`config.mk`:
```
export PLATFORM = sky130hd
export DESIGN_NAME = lif_scheduler_flat
export DESIGN_NICKNAME = d
export VERILOG_FILES = /design/src/rtl/lif_pkg.sv /design/src/rtl/lif_if.sv /design/src/rtl/lif_update.sv /design/src/rtl/lif_scheduler.sv /design/src/flat_wrapper.sv
export SDC_FILE = /design/constraint.sdc
export NUM_CORES = 1
export LEC_CHECK = 0
export ABC_AREA = 1
export CORE_ASPECT_RATIO = 2
export CORE_UTILIZATION = 55
export CTS_CLUSTER_DIAMETER = 100
export DETAILED_ROUTE_END_ITERATION = 7
export HOLD_SLACK_MARGIN = 0.1
export PLACE_DENSITY = 0.78
export SYNTH_ARGS = -nofsm -noshare
export SYNTH_HDL_FRONTEND = slang
export SYNTH_HIERARCHICAL = 1
export SYNTH_SLANG_ARGS = --single-unit
```
`constraint.sdc`:
```
create_clock -name clk -period 3.6 [get_ports clk]
set_clock_uncertainty 0.05 [all_clocks]
set_input_delay 0.72 -clock clk [delete_from_list [all_inputs] [get_ports clk]]
set_output_delay 0.72 -clock clk [all_outputs]
set_load 0.03 [all_outputs]
```
`src/rtl/lif_pkg.sv`:
```
// rtl/lif_pkg.sv - shared constants and FSM encoding for the LIF scheduler
package lif_pkg;

    localparam int LIF_WIDTH             = 8;
    localparam int LIF_DEFAULT_THRESHOLD = 200;

    typedef enum logic [1:0] {
        ST_IDLE   = 2'd0,
        ST_UPDATE = 2'd1,
        ST_DONE   = 2'd2
    } lif_state_e;

endpackage

```
`src/rtl/lif_if.sv`:
```
// rtl/lif_if.sv - step handshake, config, spike and readout bundle
interface lif_if #(
    parameter int NUM_NEURONS = 8,
    parameter int WIDTH       = 8,
    parameter int IDX_W       = $clog2(NUM_NEURONS)
);
    logic                         step_valid;
    logic                         step_ready;
    logic [NUM_NEURONS*WIDTH-1:0] currents;
    logic                         cfg_we;
    logic [WIDTH-1:0]             cfg_threshold;
    logic [NUM_NEURONS-1:0]       spikes;
    logic                         done;
    logic                         busy;
    logic [IDX_W-1:0]             rd_addr;
    logic [WIDTH-1:0]             rd_state;

    modport master (
        output step_valid, currents, cfg_we, cfg_threshold, rd_addr,
        input  step_ready, spikes, done, busy, rd_state
    );

    modport slave (
        input  step_valid, currents, cfg_we, cfg_threshold, rd_addr,
        output step_ready, spikes, done, busy, rd_state
    );
endinterface

```
`src/rtl/lif_update.sv`:
```
// rtl/lif_update.sv - one-neuron leaky integrate-and-fire update, combinational
module lif_update #(
    parameter int WIDTH = 8
) (
    input  logic [WIDTH-1:0] current,
    input  logic [WIDTH-1:0] state,
    input  logic             spk_prev,
    input  logic [WIDTH-1:0] threshold,
    output logic [WIDTH-1:0] next,
    output logic             fire
);
    logic [WIDTH-1:0] leak;

    // A neuron that fired last step starts from zero instead of the halved membrane
    always_comb begin
        leak = spk_prev ? '0 : (state >> 1);
        next = current + leak;
        fire = (next >= threshold);
    end
endmodule

```
`src/rtl/lif_scheduler.sv`:
```
// rtl/lif_scheduler.sv - time-multiplexed LIF controller, one neuron per cycle
module lif_scheduler
    import lif_pkg::*;
#(
    parameter int NUM_NEURONS       = 8,
    parameter int WIDTH             = LIF_WIDTH,
    parameter int DEFAULT_THRESHOLD = LIF_DEFAULT_THRESHOLD,
    parameter int IDX_W             = $clog2(NUM_NEURONS)
) (
    input  logic   clk,
    input  logic   reset,
    lif_if.slave   bus
);
    lif_state_e             state_q, state_d;
    logic [IDX_W-1:0]       idx_q;
    logic [WIDTH-1:0]       cur_q [NUM_NEURONS];
    logic [WIDTH-1:0]       mem_q [NUM_NEURONS];
    logic [WIDTH-1:0]       thr_q, thr_snap_q;
    logic [NUM_NEURONS-1:0] spk_prev_q, spk_new_q, spk_new_d, spikes_q;
    logic [WIDTH-1:0]       rd_state_q;
    logic [WIDTH-1:0]       upd_next;
    logic                   upd_fire;
    logic                   accept;
    logic                   last_idx;

    assign last_idx     = (idx_q == IDX_W'(NUM_NEURONS - 1));
    assign bus.spikes   = spikes_q;
    assign bus.rd_state = rd_state_q;

    lif_update #(.WIDTH(WIDTH)) u_update (
        .current   (cur_q[idx_q]),
        .state     (mem_q[idx_q]),
        .spk_prev  (spk_prev_q[idx_q]),
        .threshold (thr_snap_q),
        .next      (upd_next),
        .fire      (upd_fire)
    );

    always_comb begin
        state_d        = state_q;
        accept         = 1'b0;
        bus.step_ready = 1'b0;
        bus.busy       = 1'b0;
        bus.done       = 1'b0;
        case (state_q)
            ST_IDLE: begin
                bus.step_ready = 1'b1;
                if (bus.step_valid) begin
                    accept  = 1'b1;
                    state_d = ST_UPDATE;
                end
            end
            ST_UPDATE: begin
                bus.busy = 1'b1;
                if (last_idx) state_d = ST_DONE;
            end
            ST_DONE: begin
                bus.busy = 1'b1;
                bus.done = 1'b1;
                state_d  = ST_IDLE;
            end
            default: state_d = ST_IDLE;
        endcase
    end

    always_comb begin
        spk_new_d        = spk_new_q;
        spk_new_d[idx_q] = upd_fire;
    end

    // Spike flags are published on the last update so they are already valid while done is high
    always_ff @(posedge clk) begin
        if (reset) begin
            state_q    <= ST_IDLE;
            idx_q      <= '0;
            thr_q      <= WIDTH'(DEFAULT_THRESHOLD);
            thr_snap_q <= WIDTH'(DEFAULT_THRESHOLD);
            spk_prev_q <= '0;
            spk_new_q  <= '0;
            spikes_q   <= '0;
            rd_state_q <= '0;
            for (int i = 0; i < NUM_NEURONS; i++) begin
                mem_q[i] <= '0;
                cur_q[i] <= '0;
            end
        end else begin
            state_q    <= state_d;
            rd_state_q <= mem_q[bus.rd_addr];
            if (bus.cfg_we) thr_q <= bus.cfg_threshold;
            if (accept) begin
                idx_q      <= '0;
                thr_snap_q <= thr_q;
                for (int i = 0; i < NUM_NEURONS; i++) begin
                    cur_q[i] <= bus.currents[i*WIDTH +: WIDTH];
                end
            end
            if (state_q == ST_UPDATE) begin
                mem_q[idx_q] <= upd_next;
                spk_new_q    <= spk_new_d;
                idx_q        <= idx_q + IDX_W'(1);
                if (last_idx) begin
                    spikes_q   <= spk_new_d;
                    spk_prev_q <= spk_new_d;
                end
            end
        end
    end
endmodule

```
`src/flat_wrapper.sv`:
```
// flat-port wrapper written by rule: the top's interface ports become plain ports
module lif_scheduler_flat import lif_pkg::*;
#(
    parameter int NUM_NEURONS       = 8,
    parameter int WIDTH             = LIF_WIDTH,
    parameter int DEFAULT_THRESHOLD = LIF_DEFAULT_THRESHOLD,
    parameter int IDX_W             = $clog2(NUM_NEURONS)
)
  (clk, reset, bus_step_valid, bus_currents, bus_cfg_we, bus_cfg_threshold, bus_rd_addr, bus_step_ready, bus_spikes, bus_done, bus_busy, bus_rd_state);
  lif_if #(.NUM_NEURONS(NUM_NEURONS), .WIDTH(WIDTH), .IDX_W(IDX_W)) bus_i ();
  input  logic clk;
  input  logic reset;
  input wire logic [$bits(bus_i.step_valid)-1:0] bus_step_valid;
  input wire logic [$bits(bus_i.currents)-1:0] bus_currents;
  input wire logic [$bits(bus_i.cfg_we)-1:0] bus_cfg_we;
  input wire logic [$bits(bus_i.cfg_threshold)-1:0] bus_cfg_threshold;
  input wire logic [$bits(bus_i.rd_addr)-1:0] bus_rd_addr;
  output wire logic [$bits(bus_i.step_ready)-1:0] bus_step_ready;
  output wire logic [$bits(bus_i.spikes)-1:0] bus_spikes;
  output wire logic [$bits(bus_i.done)-1:0] bus_done;
  output wire logic [$bits(bus_i.busy)-1:0] bus_busy;
  output wire logic [$bits(bus_i.rd_state)-1:0] bus_rd_state;
  assign bus_i.step_valid = bus_step_valid;
  assign bus_i.currents = bus_currents;
  assign bus_i.cfg_we = bus_cfg_we;
  assign bus_i.cfg_threshold = bus_cfg_threshold;
  assign bus_i.rd_addr = bus_rd_addr;
  assign bus_step_ready = bus_i.step_ready;
  assign bus_spikes = bus_i.spikes;
  assign bus_done = bus_i.done;
  assign bus_busy = bus_i.busy;
  assign bus_rd_state = bus_i.rd_state;
  lif_scheduler #(.NUM_NEURONS(NUM_NEURONS), .WIDTH(WIDTH), .DEFAULT_THRESHOLD(DEFAULT_THRESHOLD), .IDX_W(IDX_W)) u_core (.clk(clk), .reset(reset), .bus(bus_i));
endmodule
```
After elaboration in Yosys (flattened, before gate mapping)
Memories as Yosys holds them, arrays and structs flattened. A register that Yosys moved wholly into a read port is not among the register bits.
Cells that the tools add are included.
W data, S select, Z words.
{ "classes": {"n_bitwise": 8, "reduce_logical": 7, "n_mux": 39, "eq_ne": 5, "add_sub_neg": 2, "magnitude_cmp": 3} }
{ "op_table": {"columns": ["op", "count"], "rows": [
  ["$mux W8", 9],
  ["$mux W3", 7],
  ["$mux W1", 16],
  ["$add A8 B7 Y8", 1],
  ["$bwmux W8", 1],
  ["$ge A8 B8 Y1", 1],
  ["$or A1 B1 Y1", 8],
  ["$reduce_or A8 Y1", 1],
  ["$mux W7", 1],
  ["$lt A3 B4 Y1 const B", 1],
  ["$mux W2", 2],
  ["$pmux W2 S2", 1],
  ["$reduce_and A2 Y1", 2],
  ["$add A3 B1 Y3 const B", 1],
  ["$bmux W1 S3", 1],
  ["$demux W1 S3", 1],
  ["$eq A3 B3 Y1 const B", 1],
  ["$ge A3 B1 Y1 const B", 1],
  ["$eq A2 B1 Y1 const B", 1],
  ["$eq A2 B2 Y1 const B", 1],
  ["$logic_not A2 Y1", 1],
  ["$ne A2 B1 Y1 const B", 1],
  ["$ne A2 B2 Y1 const B", 1],
  ["$reduce_bool A2 Y1", 1],
  ["2 further kinds", 2]
]} }
{ "totals": {"reg_bits": 37, "memories": 2, "inputBits": 79, "out_inout_bits": 19, "ramBits": 128, "word_cells": 72} }
{ "memory_table": {"columns": ["name", "words", "width", "rd", "rd_clocked_by_memory_dff", "wr", "line", "rtl"], "rows": [
  ["u_core.cur_q", 8, 8, 1, 1, 8, "lif_scheduler.sv:16", "logic [WIDTH-1:0] cur_q [NUM_NEURONS];"],
  ["u_core.mem_q", 8, 8, 2, 2, 8, "lif_scheduler.sv:17", "logic [WIDTH-1:0] mem_q [NUM_NEURONS];"]
]} }

Depth between registers and ports, before layout
{ "logic_depth": {"depth_word": 6, "depth_mapped": 28, "ltp_nobuf": 25} }

By module
The synthesis kept the hierarchy.
{ "modules_own_cells": {"columns": ["module", "cells_each", "area_each_um2", "instances"], "rows": [
  ["lif_scheduler", 1096, 8749.6, 1],
  ["lif_update", 102, 573.0, 1]
]} }

Worst setup path before layout
OpenSTA, ideal clock, no wires.
{ "synth_path": {"kind": "register to register", "startpoint": "reg (tool-made name)", "endpoint": "reg u_core.spikes_q[7] (netlist: u_core/bus.spikes[7])", "arrival_ns": 3.121, "setup_ns": 0.115, "stages_incl_launch_ff": 28, "setup_slack_ns": 0.314, "path_buffers": 4, "required_ns": 3.435, "cell_sequence": "dfxtp_1 -> buf_2 -> buf_6 -> buf_2 -> o211ai_1 -> nand2_1 -> nand2_1 -> nand2_1 -> inv_1 -> nor2_1 -> ha_1 -> fa_1 -> nand2_1 -> nand2_1 -> nand3b_1 -> nand2_1 -> nand2_1 -> nand2_1 -> ha_1 -> nand2_1 -> nor2_1 -> nor3_1 -> nand2_1 -> clkbuf_1 -> inv_1 -> o21ai_0 -> o21ai_0 -> inv_1"} }
{ "synth_lines": {"columns": ["item", "line", "rtl"], "rows": [
  ["end signal: assignment", "lif_scheduler.sv:102", "spikes_q <= spk_new_d;"],
  ["end: declaration", "lif_scheduler.sv:19", "logic [NUM_NEURONS-1:0] spk_prev_q, spk_new_q, spk_new_d, spikes_q;"]
]} }

==> results.toml <==
[layout]
fin_nets = 1375
insertedDiodeCount = 0
drive_above_1_share = 0.06682
fin_cells = 1491
fillers = 1302
synthToLayoutAreaGrowth_pct = 20.44
utilization = 0.6821
finalInstanceArea_sq_um = 11150

[synthesis]
syn_nets = 1286
syn_area_per_cell_sq_um = 7.814
synthCells = 1185
yosysWarnings = 6
synthesis.area_sq_um = 9260

[global_route]
grt_pass1_vias = 7805
grt_start_max_net_pins = 55
grt_first_pass_wirelength_um = 37030
grtUsageTotal = 0.2865
grt.overflow.total = 0
antenna_found_initial = 0

[worst_setup_path]
slowest_stage = "dfxtp_4"
cp-start-kind = "flop"
reg2reg_slack_ps = 130
critPathKind = "reg2reg"
cp.arrival_ps = 3750
worstPathCellList = "inv_4, o21ai_0, nand2_1, nand2_1, nand2_1, ha_1, nand2_1, nand2_1, a21oi_1, nand2_1, nand2_1, nand2_1, ha_1, nand2_1, inv_1, nor3_2, nand2_2, buf_12, nand4_1, nand3_1, nand2_1, inv_1"
required_ps = 3880
regToRegEndpoint = "u_core/bus.spikes[3]"
worst_setup_path_end_kind = "flop"
slowest_delay_ps = 480
worstPathMaxFanout = 32
worst-path-buf-inv = 4
crit_top_cell = "nand2_1"
rr_worst_depth = 22
critPathTopFamily = "simple AND/OR/NAND/NOR gates"

[routing]
routed_wl_um = 23950
first_pass_iters = 7
route.detailed.drc = 0
vias = 7921
avgRoutedWirePerCell_um = 16.07
drt_iter0_drc = 518
ant_nets = 0
vias_per_cell = 5.313

[timing]
slew_violations = 0
fin_tns_setup_ps = 0
setup_viol = 0
hold_slack_ps = 403.1
final-hold-violation-count = 0
fin_crit_ps = 3474
max_freq_mhz = 287.8
tightest_slew_ps = 885.6
fin_ws_ps = 125.6
slew_headroom = 0.4096
finalCritPeriodShare = 0.9651

[pwr]
swShare = 0.3142
power_switching_mw = 1.705
combPwrFrac = 0.238
power_frac_clock = 0.325
powerDensity_nw_per_um2 = 486.7
seqPwrFrac = 0.438
power_mw = 5.428
cellLeakagePower_nw = 5.287
p_int_mw = 3.723
vdd_drop_max_v = 0.0003540

[place]
dpl_cell_area_sq_um = 10450
pre_cts_ws_ps = -5.050
portBuffers = 97
dpl.cell_count = 1454
dpl.hpwl_um = 17210
place.gp.congestion = 0.9312

[clock_network]
cts.sinks = 176
ctsHoldBuffers = 0
clock_path_buffers = 2
cts_buffers = 17
clk_pin_slew_worst_paths_ps = 70
cts_tree = "yes"
clock_latency_ps = 430
cts_root_buf = "clkbuf_16"
htreeDepth = 4

[job]
max_cap_violations = 0

[floorplan]
ioPinCount = 98
start_util = 0.5663
die_y_um = 185.5
die_x_um = 93.75
core_sq_um = 16350
fp-row-count = 66
dieArea_sq_um = 17390

[min_path]
hold_path_end = "u_core/thr_q[0]"
min_path_cells = 2
min_path_type = "reg2reg"
worstHoldStart = "u_core/thr_q[0]"

[run_status]
outcome = "finished clean"
-- tightest hold or removal path: stages, from the launching register on --
cell	delay [ps]
dfxtp_1	300
inv_1	50
a21oi_1	60
-- sequential cells by signal (all words and copies together) (netlist names), named ones only --
name,cells
u_core/bus.rd_state,8
u_core/bus.spikes,8
u_core/cur_q,64
u_core/idx_q,3
u_core/mem_q,64
u_core/spk_new_q,8
u_core/state_q,2
u_core/thr_q,8
u_core/thr_snap_q,8
-- layout by cell type (no fill, tap or decap), types with 2 or more instances in the layout --
cell and count:
inv_1 205, nand2_1 269, nand3_1 72, o211ai_1 21, clkdlybuf4s50_1 97, buf_6 2
o22a_1 3, nand3_2 2, nor2_2 2, edfxtp_1 128, buf_4 19, nand3b_1 2
dfxtp_1 46, nand2_2 5, buf_12 5, inv_6 5, a21oi_1 23, nand4_1 3
nand4_2 4, o21ai_1 18, ha_1 20, o21ai_0 39, nor2_1 247, a22o_1 2
clkinvlp_4 3, clkbuf_16 19, clkinv_2 2, inv_2 4
-- area by class of cell --
type,instances,area [sq um],area share
timing repair buffer,126,1301,0.1167
inverter,210,790.8,0.07090
sequential,176,4810,0.4312
multi-input combinational,743,3437,0.3082
tap,204,255.2,0.02289
clock buffer,18,429.2,0.03848
clock inverter,14,130.1,0.01167
-- how the worst max path moves through the flow --
stage | startpoint | slack (ps) | endpoint | depth (start not counted)
after global routing | flop | -10 | u_core/bus.spikes[5] | 25
final | flop | 130 | u_core/bus.spikes[3] | 22
after detailed placement | flop | -5 | u_core/bus.spikes[7] | 22
after CTS | flop | 30 | u_core/spk_new_q[7] | 21
after floorplan | flop | 320 | u_core/bus.spikes[7] | 27
after global placement | flop | 50 | u_core/bus.spikes[7] | 22
-- layer usage --
layer	track usage	share of wire	up-vias
li1	-	-	3866
met1	0.2700	0.33	3663
met2	0.5477	0.57	299
met3	0.04003	0.038	93
met4	0.2018	0.064	0
met5	0	0	-
-- power by group through the flow --
stage / logic, mW / registers, mW / clock network [mW]
floorplan: 0.742 / 2.41 / 0
global placement: 1.15 / 2.41 / 0
detailed placement: 1.17 / 2.41 / 0
CTS: 1.18 / 2.37 / 1.78
global route: 1.40 / 2.39 / 1.86
finish: 1.29 / 2.38 / 1.76
-- timing repair --
action	in CTS	in global routing
setup endpoints to repair	2	16
resized for setup	1	25
pin swaps	0	3
setup buffers	0	3
gates cloned	0	2
No activity file was read; power rests on OpenSTA's default activity.
